[src/rtl/beat_scheduler_if.sv]
// Metronome control/status bundle between the BPM/meter registers and beat_scheduler.
// master drives tempo, meter and mask; slave (the scheduler) returns beat and click status.
interface beat_scheduler_if;
  logic       run_i;
  logic [9:0] bpm_i;
  logic [1:0] meter_i;
  logic [3:0] beat_mask_i;
  logic       beat_tick_o;
  logic [1:0] beat_idx_o;
  logic       click_o;
  logic       accent_o;
  logic       running_o;

  modport master (
    output run_i, bpm_i, meter_i, beat_mask_i,
    input  beat_tick_o, beat_idx_o, click_o, accent_o, running_o
  );

  modport slave (
    input  run_i, bpm_i, meter_i, beat_mask_i,
    output beat_tick_o, beat_idx_o, click_o, accent_o, running_o
  );
endinterface

[src/rtl/beat_scheduler.sv]
// Division-free metronome: phase accumulator beat ticks, bar position and masked click gate.
// Optional ACCENT_EN: accent_o marks beat 0 and its click runs 2*CLICK_CYCLES.
module beat_scheduler #(
  parameter int unsigned CLK_HZ       = 50000000,
  parameter int unsigned BPM_MAX      = 999,
  parameter int unsigned CLICK_CYCLES = 2500000,
  parameter int unsigned ACC_W        = 32
) (
  input  logic              clock_i,
  input  logic              reset_n_i,
  beat_scheduler_if.slave   bus
);

  localparam logic [ACC_W-1:0] WRAP = ACC_W'(64'(CLK_HZ) * 64'd60);
`ifdef ACCENT_EN
  localparam bit          ACCENT_ON = 1'b1;
  localparam int unsigned CLICK_MAX = 2 * CLICK_CYCLES;
`else
  localparam bit          ACCENT_ON = 1'b0;
  localparam int unsigned CLICK_MAX = CLICK_CYCLES;
`endif
  localparam int unsigned      CNT_W   = $clog2(CLICK_MAX + 1);
  localparam logic [CNT_W-1:0] LEN_N   = CNT_W'(CLICK_CYCLES - 1);
  localparam logic [CNT_W-1:0] LEN_0   = CNT_W'(CLICK_MAX - 1);
  localparam logic [9:0]       BPM_CAP = 10'(BPM_MAX);

  typedef enum logic [1:0] {S_STOP, S_START, S_RUN} state_t;

  state_t           r_state;
  logic [ACC_W-1:0] r_acc;
  logic             r_tick;
  logic [1:0]       r_idx;
  logic             r_running;
  logic             r_click;
  logic             r_accent;
  logic [CNT_W-1:0] r_cnt;

  logic [9:0]       w_bpm_clamp;
  logic [ACC_W-1:0] w_sum;
  logic             w_wrap;
  logic [1:0]       w_next_idx;
  logic             w_halt;
  logic             w_fire;
  logic [1:0]       w_fire_idx;
  logic             w_fire_en;
  logic [CNT_W-1:0] w_fire_len;

  always_comb begin
    w_bpm_clamp = (bus.bpm_i > BPM_CAP) ? BPM_CAP : bus.bpm_i;
    w_sum       = r_acc + ACC_W'(w_bpm_clamp);
    w_wrap      = (w_sum >= WRAP);
    // lowering meter below the current index sends the next beat to 0
    w_next_idx  = (r_idx >= bus.meter_i) ? 2'd0 : r_idx + 2'd1;
    w_halt      = (r_state == S_STOP) || ((r_state == S_RUN) && !bus.run_i);
    w_fire      = (r_state == S_START) || ((r_state == S_RUN) && w_wrap);
    w_fire_idx  = (r_state == S_START) ? 2'd0 : w_next_idx;
    w_fire_en   = bus.beat_mask_i[w_fire_idx];
    w_fire_len  = (ACCENT_ON && (w_fire_idx == 2'd0)) ? LEN_0 : LEN_N;
  end

  always_ff @(posedge clock_i or negedge reset_n_i) begin
    if (!reset_n_i) begin
      r_state   <= S_STOP;
      r_acc     <= '0;
      r_tick    <= 1'b0;
      r_idx     <= '0;
      r_running <= 1'b0;
      r_click   <= 1'b0;
      r_accent  <= 1'b0;
      r_cnt     <= '0;
    end else begin
      r_tick <= 1'b0;
      case (r_state)
        S_STOP: begin
          r_acc     <= '0;
          r_idx     <= '0;
          r_running <= 1'b0;
          if (bus.run_i) r_state <= S_START;
        end
        S_START: begin
          r_tick    <= 1'b1;
          r_idx     <= '0;
          r_acc     <= '0;
          r_running <= 1'b1;
          r_state   <= S_RUN;
        end
        S_RUN: begin
          if (!bus.run_i) begin
            r_state   <= S_STOP;
            r_idx     <= '0;
            r_acc     <= '0;
            r_running <= 1'b0;
          end else begin
            // residue is kept on wrap so the average period is exact
            r_acc <= w_wrap ? (w_sum - WRAP) : w_sum;
            if (w_wrap) begin
              r_tick <= 1'b1;
              r_idx  <= w_next_idx;
            end
          end
        end
        default: r_state <= S_STOP;
      endcase

      if (w_halt) begin
        r_click  <= 1'b0;
        r_accent <= 1'b0;
        r_cnt    <= '0;
      end else if (w_fire) begin
        if (w_fire_en) begin
          r_click  <= 1'b1;
          r_cnt    <= w_fire_len;
          r_accent <= ACCENT_ON && (w_fire_idx == 2'd0);
        end else begin
          r_click  <= 1'b0;
          r_cnt    <= '0;
          r_accent <= 1'b0;
        end
      end else if (r_cnt != '0) begin
        r_cnt <= r_cnt - CNT_W'(1);
      end else begin
        r_click  <= 1'b0;
        r_accent <= 1'b0;
      end
    end
  end

  assign bus.beat_tick_o = r_tick;
  assign bus.beat_idx_o  = r_idx;
  assign bus.click_o     = r_click;
  assign bus.accent_o    = r_accent;
  assign bus.running_o   = r_running;

endmodule

[src/flat_wrapper.sv]
// flat-port wrapper written by rule: the top's interface ports become plain ports
module beat_scheduler_flat 
#(
  parameter int unsigned CLK_HZ       = 50000000,
  parameter int unsigned BPM_MAX      = 999,
  parameter int unsigned CLICK_CYCLES = 2500000,
  parameter int unsigned ACC_W        = 32
)
  (clock_i, reset_n_i, bus_run_i, bus_bpm_i, bus_meter_i, bus_beat_mask_i, bus_beat_tick_o, bus_beat_idx_o, bus_click_o, bus_accent_o, bus_running_o);
  beat_scheduler_if bus_i ();
  input  logic clock_i;
  input  logic reset_n_i;
  input wire logic [$bits(bus_i.run_i)-1:0] bus_run_i;
  input wire logic [$bits(bus_i.bpm_i)-1:0] bus_bpm_i;
  input wire logic [$bits(bus_i.meter_i)-1:0] bus_meter_i;
  input wire logic [$bits(bus_i.beat_mask_i)-1:0] bus_beat_mask_i;
  output wire logic [$bits(bus_i.beat_tick_o)-1:0] bus_beat_tick_o;
  output wire logic [$bits(bus_i.beat_idx_o)-1:0] bus_beat_idx_o;
  output wire logic [$bits(bus_i.click_o)-1:0] bus_click_o;
  output wire logic [$bits(bus_i.accent_o)-1:0] bus_accent_o;
  output wire logic [$bits(bus_i.running_o)-1:0] bus_running_o;
  assign bus_i.run_i = bus_run_i;
  assign bus_i.bpm_i = bus_bpm_i;
  assign bus_i.meter_i = bus_meter_i;
  assign bus_i.beat_mask_i = bus_beat_mask_i;
  assign bus_beat_tick_o = bus_i.beat_tick_o;
  assign bus_beat_idx_o = bus_i.beat_idx_o;
  assign bus_click_o = bus_i.click_o;
  assign bus_accent_o = bus_i.accent_o;
  assign bus_running_o = bus_i.running_o;
  beat_scheduler #(.CLK_HZ(CLK_HZ), .BPM_MAX(BPM_MAX), .CLICK_CYCLES(CLICK_CYCLES), .ACC_W(ACC_W)) u_core (.clock_i(clock_i), .reset_n_i(reset_n_i), .bus(bus_i));
endmodule
[config.mk]
export PLATFORM = sky130hd
export DESIGN_NAME = beat_scheduler_flat
export DESIGN_NICKNAME = d
export VERILOG_FILES = /design/src/rtl/beat_scheduler_if.sv /design/src/rtl/beat_scheduler.sv /design/src/flat_wrapper.sv
export SDC_FILE = /design/constraint.sdc
export NUM_CORES = 1
export LEC_CHECK = 0
export ABC_AREA = 1
export CORE_MARGIN = 10
export CORE_UTILIZATION = 45
export DETAILED_ROUTE_END_ITERATION = 10
export GPL_TIMING_DRIVEN = 0
export PLACE_DENSITY_LB_ADDON = 0.1
export SLEW_MARGIN = 5
export SYNTH_ARGS = -nofsm -noshare
export SYNTH_HDL_FRONTEND = slang
export SYNTH_SLANG_ARGS = --single-unit
[constraint.sdc]
create_clock -name clock_i -period 4 [get_ports clock_i]
set_input_delay 1 -clock clock_i [delete_from_list [all_inputs] [get_ports clock_i]]
set_output_delay 1 -clock clock_i [all_outputs]
set_load 0.1 [all_outputs]
==> flow_metrics.py, run 1 <==
metrics = {
    "placement": {
        "gp_congestion": 0.946,
        "port_buffers": 23,
        "placed_cell_area_mm2": 0.00579,
        "place_inst": 1001,
        "dpl.hpwl_um": 11600,
    },
    "die": {
        "dieWidth_um": 129,
        "pin_count": 25,
        "initial_core_util_pct": 46.6,
        "rows": 39,
        "core_area_mm2": 0.0116,
        "die_y_um": 129,
        "fp.dieArea_mm2": 0.0167,
    },
    "timing": {
        "finalCritPeriodShare_pct": 95.8,
        "worst_pin_slew_ns": 1.03,
        "fin_skew_ns": 0.00668,
        "finalSetupViolations": 0,
        "hold_viol": 0,
        "fmax_ghz": 0.261,
        "period_minus_slack_ns": 3.83,
        "relSlewSlack_pct": 31.4,
        "drv_slew": 0,
    },
    "synthesis": {
        "ys_types": 43,
        "ys.flop_type": "dfrtp_1",
        "syn_area_mm2": 0.00539,
        "ys_ff_latch": 61,
        "syn-num-nets": 875,
        "avgSynthCellArea_um2": 6.45,
        "synth-edff-count": 0,
        "synth_seq_area_share_pct": 28.3,
        "yosysWarnings": 0,
        "synth_cells": 835,
        "postSynth.asyncResetShare_pct": 100,
    },
    "clock_tree": {
        "clk_pin_slew_ns": 0.06,
        "ctsHoldBuffers": 0,
        "clk_path_buf_depth": 2,
        "cts_buffers": 9,
        "clk_latency_ns": 0.35,
        "h-tree-depth": 3,
        "cts_sinks": 61,
        "cts_tree": "done",
        "root_buffer": "clkbuf_16",
    },
    "final_layout": {
        "num_antenna_cells": 0,
        "nFillCells": 1064,
        "regArea_mm2": 0.00153,
        "drive_above_1_share_pct": 24.6,
        "multi_input_area_mm2": 0.00368,
        "final_area_mm2": 0.00680,
        "area_delta_synth_final_pct": 26.2,
        "nets": 941,
        "final_cells": 1049,
    },
    "routing": {
        "finalWirelength_um": 16300,
        "via_per_inst": 5.31,
        "vias": 5568,
        "avgRoutedWirePerCell_um": 15.5,
        "ant_nets": 0,
        "dr.pass1.iters": 5,
        "drc": 0,
        "drt_iter0_drc": 439,
    },
    "power": {
        "powerDensity_mw_per_mm2": 435,
        "ir_worst_vdd_mv": 0.305,
        "power.leakage_nw": 3.28,
        "p_total_w": 0.00295,
    },
    "worst_setup_path": {
        "crit_type": "in2reg",
        "cp_slowest_cell": "or2_2",
        "crit_family": "simple AND/OR/NAND/NOR gates",
        "cp_max_fo": 6,
        "path_common_cell": "nand2_2",
        "worstSetupStartpointType": "input port",
        "worstPathArrival_ns": 4.07,
        "path_buf_inv": 5,
        "required_ns": 4.24,
        "slowest_delay_ns": 0.31,
        "end_kind": "flop",
    },
    "global_route": {
        "antenna_found_initial": 0,
        "grt-ovfl-total": 0,
        "grt_pass1_wl_um": 26300,
        "grt_pass1_vias": 5346,
        "grtUsageTotal_pct": 19.8,
        "grt_max_degree": 62,
    },
    "run": {
        "maxCapViolations": 0,
    },
    "worst_hold_path": {
        "hold_class": "reg2reg",
    },
    "status": {
        "status": "completed",
    },
}
[per-layer routing]
metal / routed length [um] / part of all wire [%] / vias to the layer above / track usage (%)
li1: - / - / 2778 / -
met1: 7430 / 46 / 2569 / 26.1
met2: 7320 / 45 / 186 / 30.5
met3: 1060 / 6.5 / 35 / 3.83
met4: 482 / 3.0 / 0 / 9.43
met5: 0 / 0 / - / 0
[what timing repair did]
action | 4_1_cts | 5_1_grt
endpoints found under the setup margin | 49 | 49
pin swaps | 31 | 36
gates cloned | 3 | 0
setup buffers | 14 | 15
resized for setup | 70 | 62
[area by class of cell]
class | instances | area share [%]
multi-input combinational | 635 | 54.1
buffer | 19 | 2.19
tap | 143 | 2.63
inverter | 121 | 6.79
clock inverter | 5 | 0.626
sequential | 61 | 22.5
clock buffer | 11 | 3.72
timing repair buffer | 54 | 7.49
[synthesized netlist by cell type (all sizes together) (2+ instances only)]
master	n	area (um2)
nand2	282	1140
inv	119	447
nor2	113	477
dfrtp	61	1530
nand3	61	355
o21ai	45	244
a21oi	28	155
ha	20	250
nand4	17	106
xnor2	15	131
nor3	13	80.1
xor2	12	105
clkbuf	10	37.5
buf	9	96.3
o22ai	9	56.3
nand3b	7	52.6
clkinv	2	8.75
o21bai	2	18.8
or2	2	12.5
[worst register-to-register path, cell delays in order (launching register included)]
cell and delay [ns]:
dfrtp_1 0.40, ha_1 0.38, nand2_1 0.11, nor2_2 0.25, nand2_1 0.11, inv_1 0.11
nand2_4 0.07, nand2_4 0.10, nand2_2 0.06, nand2_2 0.08, nand2_4 0.07, nor2_4 0.16
nand2_4 0.09, nand2_2 0.07, nand2_2 0.05, nand2_2 0.07, nand3_4 0.12, buf_8 0.17
buf_12 0.12, buf_16 0.12, nand3_1 0.07, nand2_1 0.05, nand3_1 0.06, nand2_1 0.05
[registers in the layout, summed over array words and instances (netlist names)]
| signal | cells |
|---|---|
| u_core.r_acc | 32 |
| u_core.r_cnt | 22 |
| u_core.bus.beat_idx_o | 2 |
| u_core.r_state | 2 |
| u_core.bus.beat_tick_o | 1 |
| u_core.bus.click_o | 1 |
| u_core.bus.running_o | 1 |
[final timing paths]
path | startpoint | endpoint | slack [ns] | depth (start not counted)
worst max-delay path | bus_bpm_i[7] | u_core.r_acc[29] | 0.17 | 27
min in group asynchronous | reset_n_i | u_core.r_cnt[11] | 0.75 | 1
max in group asynchronous | reset_n_i | u_core.r_acc[15] | 2.70 | 1
worst min-delay path | u_core.r_acc[7] | u_core.r_acc[7] | 0.50 | 2
worst min register to register | u_core.r_acc[7] | u_core.r_acc[7] | 0.50 | 2
worst max register to register | u_core.r_acc[9] | u_core.r_acc[29] | 0.94 | 23
[cells by family (layout without fill, tap and decap cells)]
| kind of cell | after synthesis | after routing | share of synthesized area [%] |
|---|---|---|---|
| AOI/OAI and AO/OA | 89 | 89 | 9.66 |
| xor gates and xnor gates | 27 | 27 | 4.39 |
| adders and majority gates | 21 | 21 | 5.02 |
| buffers and inverters | 140 | 210 | 10.9 |
| DFF | 61 | 61 | 28.3 |
| other | 1 | 1 | 0.0696 |
| and+or+nand+nor | 496 | 497 | 41.6 |
[cells in the final DEF, fill, tap and decap left out, drive strengths merged, types with 2 or more instances in the layout]
| cell type | count |
|---|---|
| nand2 | 282 |
| inv | 121 |
| nor2 | 113 |
| nand3 | 62 |
| dfrtp | 61 |
| o21ai | 45 |
| buf | 41 |
| a21oi | 28 |
| clkbuf | 25 |
| ha | 20 |
| nand4 | 17 |
| xnor2 | 15 |
| clkdlybuf4s50 | 15 |
| nor3 | 13 |
| xor2 | 12 |
| o22ai | 9 |
| nand3b | 7 |
| clkinv | 4 |
| dlygate4sd2 | 2 |
| or2 | 2 |
| o21bai | 2 |
[per-stage QoR]
stage	worst slack, ns	hold WS, ns	setup TNS, ns	utilization [%]
after floorplan	0.239	0.456	0	-
after global placement	-0.944	0.472	-59.33	50.1
after detailed placement	-0.981	0.485	-42.12	50.1
after CTS	0.00801	0.497	0	56.0
after global routing	-0.00949	0.543	-0.0266	58.8
final	0.167	0.497	0	58.8
[report_power, final]
part           leakage (nW)  total, W  internal [W]  switching (W)
clock                 0.143  0.000790      0.000460       0.000330
sequential            0.829  0.000842      0.000740       0.000103
combinational          2.30   0.00132      0.000480       0.000842
(Power assumes the default switching activity.)
==> inputs of run 2 (changes only) <==
Settings changed: CAP_MARGIN set to 20, HOLD_SLACK_MARGIN set to 0.1.
==> results of run 2 <==
The final DEF is identical to that of run 1; final timing and power are the same.
